**src/rtl/system_controller_pkg.sv**
```systemverilog
// -----------------------------------------------------------------------------
// system_controller_pkg
//
// Purpose:
//   Shared definitions for the reset sequencer: the sequencing FSM state type
//   with its fixed encodings, and a helper that sizes the internal counters.
//
// Contents:
//   state_e        - ST_ASSERT (2'b00), ST_RELEASE (2'b01), ST_RUN (2'b10).
//                    2'b11 is never produced and is recovered to ST_ASSERT.
//   counter_width  - bit width needed to count 0..max(a,b,c)-1, minimum 1.
// -----------------------------------------------------------------------------
package system_controller_pkg;

  typedef enum logic [1:0] {
    ST_ASSERT  = 2'b00,
    ST_RELEASE = 2'b01,
    ST_RUN     = 2'b10
  } state_e;

  // One shared width for the hold, stagger and divider counters. A terminal
  // count of m-1 needs $clog2(m) bits; m of 1 or 2 still needs a single bit.
  function automatic int unsigned counter_width(input int unsigned a,
                                                input int unsigned b,
                                                input int unsigned c);
    int unsigned m;
    m = a;
    if (b > m) m = b;
    if (c > m) m = c;
    if (m < 2) return 1;
    return $clog2(m);
  endfunction

endpackage

```
**src/rtl/clk_en_divider.sv**
```systemverilog
// -----------------------------------------------------------------------------
// clk_en_divider
//
// Purpose:
//   Produces a registered one-cycle enable pulse every DIV clock cycles while
//   ENABLE is high. With DIV=1 the pulse is high on every enabled cycle.
//
// Ports:
//   CLK_IN      in  1  clock
//   RESET_IN    in  1  synchronous active-high reset (clears count and pulse)
//   ENABLE      in  1  count while high
//   CLK_EN_OUT  out 1  registered enable pulse
//
// The first pulse appears DIV enabled edges after the counter leaves reset.
// -----------------------------------------------------------------------------
module clk_en_divider
  import system_controller_pkg::*;
#(
  parameter int unsigned DIV   = 4,
  parameter int unsigned CNT_W = counter_width(DIV, 1, 1)
) (
  input  logic CLK_IN,
  input  logic RESET_IN,
  input  logic ENABLE,
  output logic CLK_EN_OUT
);

  localparam logic [CNT_W-1:0] DIV_LAST = CNT_W'(DIV - 1);

  logic [CNT_W-1:0] div_cnt_q;
  logic [CNT_W-1:0] div_cnt_d;
  logic             en_q;
  logic             en_d;

  always_comb begin
    div_cnt_d = div_cnt_q;
    en_d      = 1'b0;
    if (ENABLE) begin
      if (div_cnt_q == DIV_LAST) begin
        // Wrap and pulse; with DIV=1 this branch fires on every edge.
        div_cnt_d = '0;
        en_d      = 1'b1;
      end else begin
        div_cnt_d = div_cnt_q + CNT_W'(1);
      end
    end
  end

  always_ff @(posedge CLK_IN) begin
    if (RESET_IN) begin
      div_cnt_q <= '0;
      en_q      <= 1'b0;
    end else begin
      div_cnt_q <= div_cnt_d;
      en_q      <= en_d;
    end
  end

  assign CLK_EN_OUT = en_q;

endmodule

```
**src/rtl/reset_sequencer.sv**
```systemverilog
// -----------------------------------------------------------------------------
// reset_sequencer
//
// Purpose:
//   Generates CHANNELS staggered, sequenced active-high reset outputs from a
//   single clock and reset, plus a divided clock-enable tick once every
//   channel has been released. A software reset request replays the whole
//   sequence.
//
// Ports:
//   CLK_IN         in  1         system clock (only clock)
//   RESET_IN       in  1         synchronous active-high reset
//   SOFT_RESET_IN  in  1         software reset request, sampled every edge
//   CLK_OUT        out 1         pass-through of CLK_IN
//   RESET_OUT      out CHANNELS  per-channel reset, registered, active-high
//   READY_OUT      out 1         high once all channels are released
//   CLK_EN_OUT     out 1         enable pulse every DIV cycles while in RUN
//   STATE_OUT      out 2         current FSM state
//
// Sequence, counting edges from the first one that samples both reset
// sources low as edge 1:
//   RESET_OUT[i] falls after edge HOLD_CYCLES + i*STAGGER_CYCLES,
//   READY_OUT rises together with the last channel release,
//   CLK_EN_OUT first pulses DIV edges after READY_OUT rises.
// -----------------------------------------------------------------------------
module reset_sequencer
  import system_controller_pkg::*;
#(
  parameter int unsigned CHANNELS       = 4,
  parameter int unsigned HOLD_CYCLES    = 16,
  parameter int unsigned STAGGER_CYCLES = 8,
  parameter int unsigned DIV            = 4
) (
  input  logic                CLK_IN,
  input  logic                RESET_IN,
  input  logic                SOFT_RESET_IN,
  output logic                CLK_OUT,
  output logic [CHANNELS-1:0] RESET_OUT,
  output logic                READY_OUT,
  output logic                CLK_EN_OUT,
  output logic [1:0]          STATE_OUT
);

  localparam int unsigned CNT_W = counter_width(HOLD_CYCLES, STAGGER_CYCLES, DIV);
  localparam int unsigned IDX_W = (CHANNELS > 1) ? $clog2(CHANNELS) : 1;

  localparam logic [CNT_W-1:0] HOLD_LAST    = CNT_W'(HOLD_CYCLES - 1);
  localparam logic [CNT_W-1:0] STAGGER_LAST = CNT_W'(STAGGER_CYCLES - 1);
  localparam logic [IDX_W-1:0] LAST_IDX     = IDX_W'(CHANNELS - 1);

  state_e                state_q;
  state_e                state_d;
  logic [CNT_W-1:0]      seq_cnt_q;
  logic [CNT_W-1:0]      seq_cnt_d;
  logic [IDX_W-1:0]      chan_idx_q;
  logic [IDX_W-1:0]      chan_idx_d;
  logic [CHANNELS-1:0]   rst_out_q;
  logic [CHANNELS-1:0]   rst_out_d;
  logic                  ready_q;
  logic                  ready_d;

  // release_fire: the channel addressed by chan_idx_q is released this edge.
  // restart: every channel returns to reset and the sequence starts over.
  logic                  release_fire;
  logic                  restart;
  logic [CHANNELS-1:0]   clear_mask;

  logic                  div_reset;
  logic                  div_enable;

  // ---------------------------------------------------------------------------
  // Next-state logic: FSM, hold/stagger counter and channel index.
  // ---------------------------------------------------------------------------
  always_comb begin
    state_d      = state_q;
    seq_cnt_d    = seq_cnt_q;
    chan_idx_d   = chan_idx_q;
    ready_d      = ready_q;
    release_fire = 1'b0;
    restart      = 1'b0;

    if (SOFT_RESET_IN) begin
      // The hold count only starts on the first edge that samples the
      // request low, so holding it high parks the block in ASSERT.
      restart    = 1'b1;
      state_d    = ST_ASSERT;
      seq_cnt_d  = '0;
      chan_idx_d = '0;
      ready_d    = 1'b0;
    end else begin
      unique case (state_q)
        ST_ASSERT: begin
          if (seq_cnt_q == HOLD_LAST) begin
            // Last hold cycle releases channel 0 (chan_idx_q is 0 here).
            seq_cnt_d    = '0;
            release_fire = 1'b1;
            if (CHANNELS > 1) begin
              state_d    = ST_RELEASE;
              chan_idx_d = IDX_W'(1);
            end else begin
              state_d = ST_RUN;
              ready_d = 1'b1;
            end
          end else begin
            seq_cnt_d = seq_cnt_q + CNT_W'(1);
          end
        end

        ST_RELEASE: begin
          if (seq_cnt_q == STAGGER_LAST) begin
            seq_cnt_d    = '0;
            release_fire = 1'b1;
            if (chan_idx_q == LAST_IDX) begin
              // Final channel: READY rises on the same edge it is released.
              state_d = ST_RUN;
              ready_d = 1'b1;
            end else begin
              chan_idx_d = chan_idx_q + IDX_W'(1);
            end
          end else begin
            seq_cnt_d = seq_cnt_q + CNT_W'(1);
          end
        end

        ST_RUN: begin
          // Sequencing is complete; only the divider is active.
        end

        default: begin
          // Unused encoding 2'b11: recover by replaying the full sequence.
          restart    = 1'b1;
          state_d    = ST_ASSERT;
          seq_cnt_d  = '0;
          chan_idx_d = '0;
          ready_d    = 1'b0;
        end
      endcase
    end
  end

  // ---------------------------------------------------------------------------
  // Per-channel release mask. Bits are only ever cleared here, so a released
  // channel stays released until a restart or RESET_IN.
  // ---------------------------------------------------------------------------
  for (genvar gi = 0; gi < CHANNELS; gi++) begin : g_clear
    assign clear_mask[gi] = release_fire && (chan_idx_q == IDX_W'(gi));
  end

  assign rst_out_d = restart ? {CHANNELS{1'b1}} : (rst_out_q & ~clear_mask);

  // ---------------------------------------------------------------------------
  // State registers.
  // ---------------------------------------------------------------------------
  always_ff @(posedge CLK_IN) begin
    if (RESET_IN) begin
      state_q    <= ST_ASSERT;
      seq_cnt_q  <= '0;
      chan_idx_q <= '0;
      rst_out_q  <= {CHANNELS{1'b1}};
      ready_q    <= 1'b0;
    end else begin
      state_q    <= state_d;
      seq_cnt_q  <= seq_cnt_d;
      chan_idx_q <= chan_idx_d;
      rst_out_q  <= rst_out_d;
      ready_q    <= ready_d;
    end
  end

  // ---------------------------------------------------------------------------
  // Clock-enable divider. It is held in reset outside RUN, so its count is
  // aligned to the edge that entered RUN; a soft request clears the pulse on
  // the same edge that re-asserts the channels.
  // ---------------------------------------------------------------------------
  assign div_enable = (state_q == ST_RUN);
  assign div_reset  = RESET_IN | SOFT_RESET_IN | ~div_enable;

  clk_en_divider #(
    .DIV   (DIV),
    .CNT_W (CNT_W)
  ) u_clk_en_divider (
    .CLK_IN     (CLK_IN),
    .RESET_IN   (div_reset),
    .ENABLE     (div_enable),
    .CLK_EN_OUT (CLK_EN_OUT)
  );

  assign CLK_OUT   = CLK_IN;
  assign RESET_OUT = rst_out_q;
  assign READY_OUT = ready_q;
  assign STATE_OUT = state_q;

endmodule
```
**config.mk**
```make
export PLATFORM = sky130hd
export DESIGN_NAME = reset_sequencer
export DESIGN_NICKNAME = d
export VERILOG_FILES = /design/src/rtl/system_controller_pkg.sv /design/src/rtl/clk_en_divider.sv /design/src/rtl/reset_sequencer.sv
export SDC_FILE = /design/constraint.sdc
export NUM_CORES = 1
export LEC_CHECK = 0
export BUFFER_PORTS_ARGS = -buffer_cell sky130_fd_sc_hd__buf_4
export CAP_MARGIN = 5
export CORE_MARGIN = 5
export CORE_UTILIZATION = 55
export DETAILED_ROUTE_END_ITERATION = 6
export GPL_TIMING_DRIVEN = 0
export PLACE_DENSITY = 0.81
export SLEW_MARGIN = 0
export SYNTH_ARGS = -nofsm -noshare
export SYNTH_HDL_FRONTEND = slang
export SYNTH_SLANG_ARGS = --single-unit
```
**constraint.sdc**
```tcl
create_clock -name CLK_IN -period 2.53 [get_ports CLK_IN]
set_input_delay 0 -clock CLK_IN [delete_from_list [all_inputs] [get_ports CLK_IN]]
set_output_delay 0 -clock CLK_IN [all_outputs]
set_load 0.02 [all_outputs]
```
== Yosys cells after proc, flatten, opt, wreduce, memory -nomap -nowiden ==
Index checks and enable logic that the tools add are counted.

* Input bits: 3
* Logic and storage cells: 63
* Register bits after elaboration: 18

* Bitwise gates (word level): 6
* Add/sub/neg operators: 3
* Muxes and demuxes: 21
* Equality and inequality tests: 12
* Reductions and logical operators: 14

{| class="wikitable"
|+ Operators with widths
! cell !! number
|-
| 2-to-1 mux 4 bit || 3
|-
| case mux 2 bit (3 select lines) || 2
|-
| case mux 4 bit (3 select lines) || 1
|-
| 2-to-1 mux 2 bit || 5
|-
| adder 4 x 1 -> 4 bit, second input constant || 2
|-
| 2-to-1 mux 1 bit || 8
|-
| inequality test 2 bit, second input constant || 4
|-
| AND reduction 4 bit || 2
|-
| OR reduction 2 bit || 4
|-
| == test 2 bit, second input constant || 3
|-
| AND 4 bit || 1
|-
| == test 2 x 1 -> 1 bit, second input constant || 2
|-
| == test 4 x 2 -> 1 bit, second input constant || 1
|-
| == test 4 x 3 -> 1 bit, second input constant || 1
|-
| == test 4 bit, second input constant || 1
|-
| logical AND 1 bit || 4
|-
| zero test 2 bit || 2
|-
| inverter 4 bit || 1
|-
| case mux 1 bit (2 select lines) || 2
|-
| AND reduction 3 bit || 1
|-
| OR reduction 3 bit || 1
|-
| adder 2 x 1 -> 2 bit, second input constant || 1
|-
| inverter 1 bit || 2
|-
| OR 1 bit || 2
|}

== Logic depth before layout (Yosys ltp) ==
Gate-level depths: netlist (run 1).

* Word-level depth: 7
* Gate-level depth with buffers: 4

== Cells and area by module ==
From an unflattened synthesis (run 1), not the netlist that was laid out.

* Cells, all modules: 95
* Area total of the unflattened synthesis: 879.6 um^2

{| class="wikitable"
|+ By module, submodules not included
! module !! times used !! area each (um^2) !! cells an instance
|-
| reset_sequencer || 1 || 658.1 || 76
|-
| clk_en_divider || 1 || 221.5 || 19
|}

==> results of run 1 <==
[per-stage QoR]
stage / cell area [µm²] / setup slack, ns / instances
floorplan: 903 / 1.12 / 97
global placement: 1010 / 1.02 / 124
detailed placement: 1010 / 1.02 / 124
CTS: 1090 / 0.768 / 134
global route: 1090 / 0.755 / 134
finish: 1090 / 0.776 / 134
[cell families (layout without fill, tap and decap cells)]
logic type / after synthesis / after routing / synth area share
compound gates: 17 / 17 / 0.147
fa+ha+maj: 6 / 6 / 0.0831
simple gates: 43 / 43 / 0.256
buf+inv: 8 / 29 / 0.0637
mux: 2 / 2 / 0.0222
xor+xnor: 3 / 3 / 0.0291
flops: 18 / 18 / 0.399
[synth_stat cells, types with 2 or more instances]
cell type | number | share of area
dfxtp_1 | 18 | 0.40
nand2_1 | 13 | 0.054
ha_1 | 6 | 0.083
nand3_1 | 6 | 0.033
nor2_1 | 5 | 0.021
a21o_1 | 4 | 0.033
buf_6 | 3 | 0.037
inv_1 | 3 | 0.012
nor3_1 | 3 | 0.017
nor3b_1 | 3 | 0.025
o21a_1 | 3 | 0.025
xor2_1 | 3 | 0.029
a21oi_1 | 2 | 0.011
a2bb2oi_1 | 2 | 0.019
and3_1 | 2 | 0.014
mux2i_1 | 2 | 0.022
nand2b_1 | 2 | 0.014
[flip-flops by register name (all words and copies together) (netlist names)]
register	flops
RESET_OUT	4
seq_cnt_q	4
u_clk_en_divider.div_cnt_q	4
STATE_OUT	2
chan_idx_q	2
READY_OUT	1
u_clk_en_divider.CLK_EN_OUT	1
[final cells by class]
class	count	area [µm²]
multi-input cells	71	485
fillers	116	429
flip-flops and latches	18	360
repair buffers	13	105
clock buffers	8	66.3
plain buffers	5	46.3
well taps	16	20.0
inverters	3	11.3
[layout by cell type, fill, tap and decap left out, types with 2 or more instances in the layout]
master         Yosys  final
dfxtp_1           18     18
nor3_1             3      3
xor2_1             3      3
nor3b_1            3      3
nand2_1           13     13
buf_6              3      3
dlygate4sd3_1      0      3
a2bb2oi_1          2      2
inv_1              3      3
nor2_1             5      5
and3_1             2      2
buf_4              1     12
clkbuf_4           0      6
ha_1               6      6
mux2i_1            2      2
a21o_1             4      4
nand3_1            6      6
o21a_1             3      3
a21oi_1            2      2
nand2b_1           2      2
[power by group]
group          switching, mW  internal [mW]  total (mW)
logic                0.00904         0.0102      0.0192
registers            0.00206          0.285       0.287
clock network          0.138          0.179       0.317
[tightest hold or removal path: stages]
cell      delay [ns]
clkbuf_4        0.10
clkbuf_4        0.11
buf_4           0.09
buf_4           0.12
[worst paths after layout]
check | startpoint | to | slack (ns) | cells past startpoint
max reg2reg | STATE_OUT[0] | chan_idx_q[0] | 0.87 | 5
min | CLK_IN | CLK_OUT | 0.42 | 4
min reg2reg | u_clk_en_divider.div_cnt_q[0] | u_clk_en_divider.div_cnt_q[0] | 0.46 | 1
max | CLK_IN | CLK_OUT | 0.78 | 4
[per-layer routing]
metal	up-vias	wire length [µm]	track usage
met4	0	59	0.153
met1	358	763	0.184
li1	387	-	-
met2	20	801	0.238
met5	-	0	0
met3	6	99	0.0651
==> flow_metrics.py, run 1 <==
metrics = {
    "synthesis": {
        "synth_async_sr_flop_share": 0,
        "avgSynthCellArea_um2": 9.31,
        "synth_cell_types": 34,
        "ys.flop_type": "dfxtp_1",
        "syn-cell-area_um2": 903,
        "ys_ff_latch": 18,
        "synth-edff-count": 0,
        "yosysSeqAreaShare": 0.399,
        "synthesis.nets": 106,
        "synthCells": 97,
        "ys_warn_count": 0,
    },
    "route": {
        "vias": 771,
        "route.detailed.drc": 0,
        "finalWirelength_um": 1720,
        "drt_iter0_drc": 27,
        "vias_per_cell": 5.75,
        "dr.pass1.iters": 4,
        "ant_nets": 0,
        "wl_per_cell_um": 12.9,
    },
    "sta": {
        "finalSetupViolCount": 0,
        "slew_headroom": 0.727,
        "rsz0062_at_grt": "false",
        "finalClockSkew_ns": 0.00398,
        "finalSetupTns_ns": 0,
        "slew_violations": 0,
        "hold_viol_final": 0,
        "worst_pin_slew_ns": 0.408,
        "whs_ns": 0.421,
    },
    "critical_path": {
        "crit_buf_inv": 4,
        "path_delay_family": "buffers and inverters",
        "required_ns": 2.53,
        "cp_slowest_stage_delay_ns": 0.15,
        "start_kind": "clock port",
        "path_class": "clock port to primary output",
        "end_kind": "primary output",
        "path_max_fanout": 2,
        "cpMaxStageDelayCell": "buf_4",
        "path_cells": "clkbuf_4 > clkbuf_4 > buf_4 > buf_4",
        "worst_ep_arrival_time_ns": 1.75,
    },
    "power": {
        "pwr_density_cell_nw_per_um2": 569,
        "vdd_ir_drop_max_mv": 0.482,
        "fin_total_pwr_mw": 0.623,
        "leakage_nw": 0.468,
    },
    "global_route": {
        "grtUsageTotal": 0.166,
        "grt_overflow": 0,
        "grt_pass1_wl_um": 3160,
        "antenna_found_initial": 0,
        "grt_max_degree": 11,
        "grt_pass1_vias": 773,
    },
    "outcome": {
        "status": "finished, final reports clean",
    },
    "finish": {
        "area_growth_pct": 21.2,
        "layout-drive-gt1-share": 0.237,
        "finish.utilization": 0.718,
        "num-nets-final": 128,
        "diodes": 0,
    },
    "die": {
        "dieArea_um2": 2550,
        "die_w_um": 50.5,
        "core_um2": 1520,
        "io_pins": 12,
        "die_h_um": 50.5,
        "start_util": 0.593,
        "rows": 14,
    },
    "clocking": {
        "cts_tree": "done",
        "post_cts_buffers": 0,
        "cts.repair.resized": 0,
        "hold_buffers": 3,
        "clock_latency_ns": 0.41,
    },
    "place": {
        "gp_congestion": 0.803,
        "portBuffers": 11,
        "dpl.hpwl_um": 1220,
    },
    "worst_hold_path": {
        "hold_class": "clock port to primary output",
    },
    "flow_run": {
        "drv_cap": 0,
    },
}
No activity file was read; power rests on OpenSTA's default activity.
==> run 2: changes to the inputs <==
--- a/config.mk
+++ b/config.mk
@@ -8,10 +8,10 @@
 export BUFFER_PORTS_ARGS = -buffer_cell sky130_fd_sc_hd__buf_4
 export CAP_MARGIN = 5
 export CORE_MARGIN = 5
-export CORE_UTILIZATION = 55
+export CORE_UTILIZATION = 49
 export DETAILED_ROUTE_END_ITERATION = 6
 export GPL_TIMING_DRIVEN = 0
-export PLACE_DENSITY = 0.81
+export PLACE_DENSITY = 0.76
 export SLEW_MARGIN = 0
 export SYNTH_ARGS = -nofsm -noshare
 export SYNTH_HDL_FRONTEND = slang
==> constraint.sdc (replaced) <==
create_clock -name CLK_IN -period 1.6 [get_ports CLK_IN]
set_input_delay 0 -clock CLK_IN [delete_from_list [all_inputs] [get_ports CLK_IN]]
set_output_delay 0 -clock CLK_IN [all_outputs]
set_load 0.02 [all_outputs]
==> run 2 against run 1 <==
  * Register-to-register slack worse by 0.78 ns
  * Via count down 1.4%
  * Core utilization down 9.0 points
  * Die area up 9.8%
  * Sequential share of layout area about the same
  * Worst hold slack worse by 0.017 ns
  * Largest cell class unchanged
==> flow_metrics.py, run 2 (synthesis results as in run 1) <==
metrics = {
    "critical_path": {
        "end_kind": "register",
        "start_kind": "register",
        "crit_buf_inv": 0,
        "path_max_fanout": 7,
        "path_cells": "ha_1 > and3_2 > or4_1 > a31oi_1",
        "cp_slowest_stage_delay_ns": 0.39,
        "r2r_start": "seq_cnt_q[0]",
        "endpoint": "seq_cnt_q[3]",
        "required_ns": 1.95,
        "reg2reg_slack_ns": 0.09,
        "cp.depth": 4,
        "reg2reg_to": "seq_cnt_q[3]",
        "worst_ep_arrival_time_ns": 1.86,
        "path_delay_family": "simple AND/OR/NAND/NOR gates",
        "path_class": "register to register",
        "reg2reg_depth": 4,
        "crit_start": "seq_cnt_q[0]",
        "cpMaxStageDelayCell": "or4_1",
    },
    "die": {
        "dieArea_um2": 2800,
        "start_util": 0.518,
        "die_h_um": 52.9,
        "io_pins": 12,
        "die_w_um": 52.9,
        "core_um2": 1750,
        "rows": 15,
    },
    "route": {
        "vias": 760,
        "dr.pass1.iters": 4,
        "drt_iter0_drc": 11,
        "wl_per_cell_um": 12.6,
        "ant_nets": 0,
        "vias_per_cell": 5.35,
        "finalWirelength_um": 1790,
        "route.detailed.drc": 0,
    },
    "finish": {
        "layout-drive-gt1-share": 0.239,
        "num-nets-final": 127,
        "diodes": 0,
        "stdcell_count": 142,
        "finish.utilization": 0.628,
        "n_fill_cell": 159,
        "stdcell_area_um2": 1100,
        "layout_common_cells": "dfxtp_1 (18), nand2_1 (13), buf_4 (12)",
        "layout_commonest_cell": "dfxtp_1",
        "area_growth_pct": 21.3,
    },
    "sta": {
        "finalSetupViolCount": 0,
        "worst_pin_slew_ns": 0.427,
        "layout_setup_ws_ns": 0.0881,
        "finalSetupTns_ns": 0,
        "finalClockSkew_ns": 0.00545,
        "slew_headroom": 0.714,
        "period_minus_slack_ns": 1.51,
        "whs_ns": 0.404,
        "max_freq_mhz": 661,
        "slew_violations": 0,
        "finalCritPeriodShare": 0.945,
        "rsz0062_at_grt": "false",
        "hold_viol_final": 0,
    },
    "power": {
        "pwr_density_cell_nw_per_um2": 899,
        "fin_total_pwr_mw": 0.986,
        "leakage_nw": 0.462,
        "vdd_ir_drop_max_mv": 0.753,
    },
    "global_route": {
        "grt_pass1_wl_um": 3280,
        "grt_pass1_vias": 763,
        "grt_max_degree": 11,
        "antenna_found_initial": 0,
        "grtUsageTotal": 0.167,
        "grt_overflow": 0,
    },
    "worst_hold_path": {
        "hold_class": "primary input to register",
        "hold_start": "RESET_IN",
    },
    "clocking": {
        "hold_buffers": 2,
        "cts.repair.resized": 0,
        "cts.clk_slew.worst_paths_ns": 0.10,
        "clock_latency_ns": 0.41,
        "cts_tree": "done",
        "post_cts_buffers": 0,
    },
    "place": {
        "gp_congestion": 0.850,
        "portBuffers": 11,
        "place_inst": 133,
        "place_area_um2": 1020,
        "dpl.hpwl_um": 1250,
        "preCtsSetupSlack_ns": 0.120,
    },
    "outcome": {
        "status": "finished, final reports clean",
    },
    "flow_run": {
        "drv_cap": 0,
    },
}
## run 2: tightest hold or removal path, stage by stage
cell	delay, ns
dlygate4sd3_1	0.53
buf_4	0.12
a211oi_2	0.05
o21a_1	0.09
## run 2: final cells by class
type	count	area [µm²]	area share
Multi-Input combinational cell	71	485	0.443
Sequential cell	18	360	0.329
Timing Repair Buffer	12	95.1	0.0868
Clock buffer	8	66.3	0.0605
Buffer	5	46.3	0.0422
Tap cell	25	31.3	0.0285
Inverter	3	11.3	0.0103
## run 2: how the worst min path moves through the flow
stage                      endpoint  slack, ns  cells past startpoint
after global placement      CLK_OUT       0.20                      2
after CTS                 READY_OUT       0.39                      4
after detailed placement    CLK_OUT       0.20                      2
after floorplan             CLK_OUT       0.11                      1
after global routing      READY_OUT       0.42                      4
final                     READY_OUT       0.40                      4
## run 2: routing by layer
| layer | vias to the layer above | share of wire | global-route usage |
|---|---|---|---|
| li1 | 386 | - | - |
| met1 | 353 | 0.46 | 0.198 |
| met2 | 15 | 0.47 | 0.233 |
| met3 | 6 | 0.040 | 0.0732 |
| met4 | 0 | 0.027 | 0.128 |
| met5 | - | 0 | 0 |
## run 2: power breakdown
part	switching [mW]	internal, mW
clock network	0.220	0.283
registers	0.00298	0.450
logic	0.0146	0.0145
total	0.238	0.748
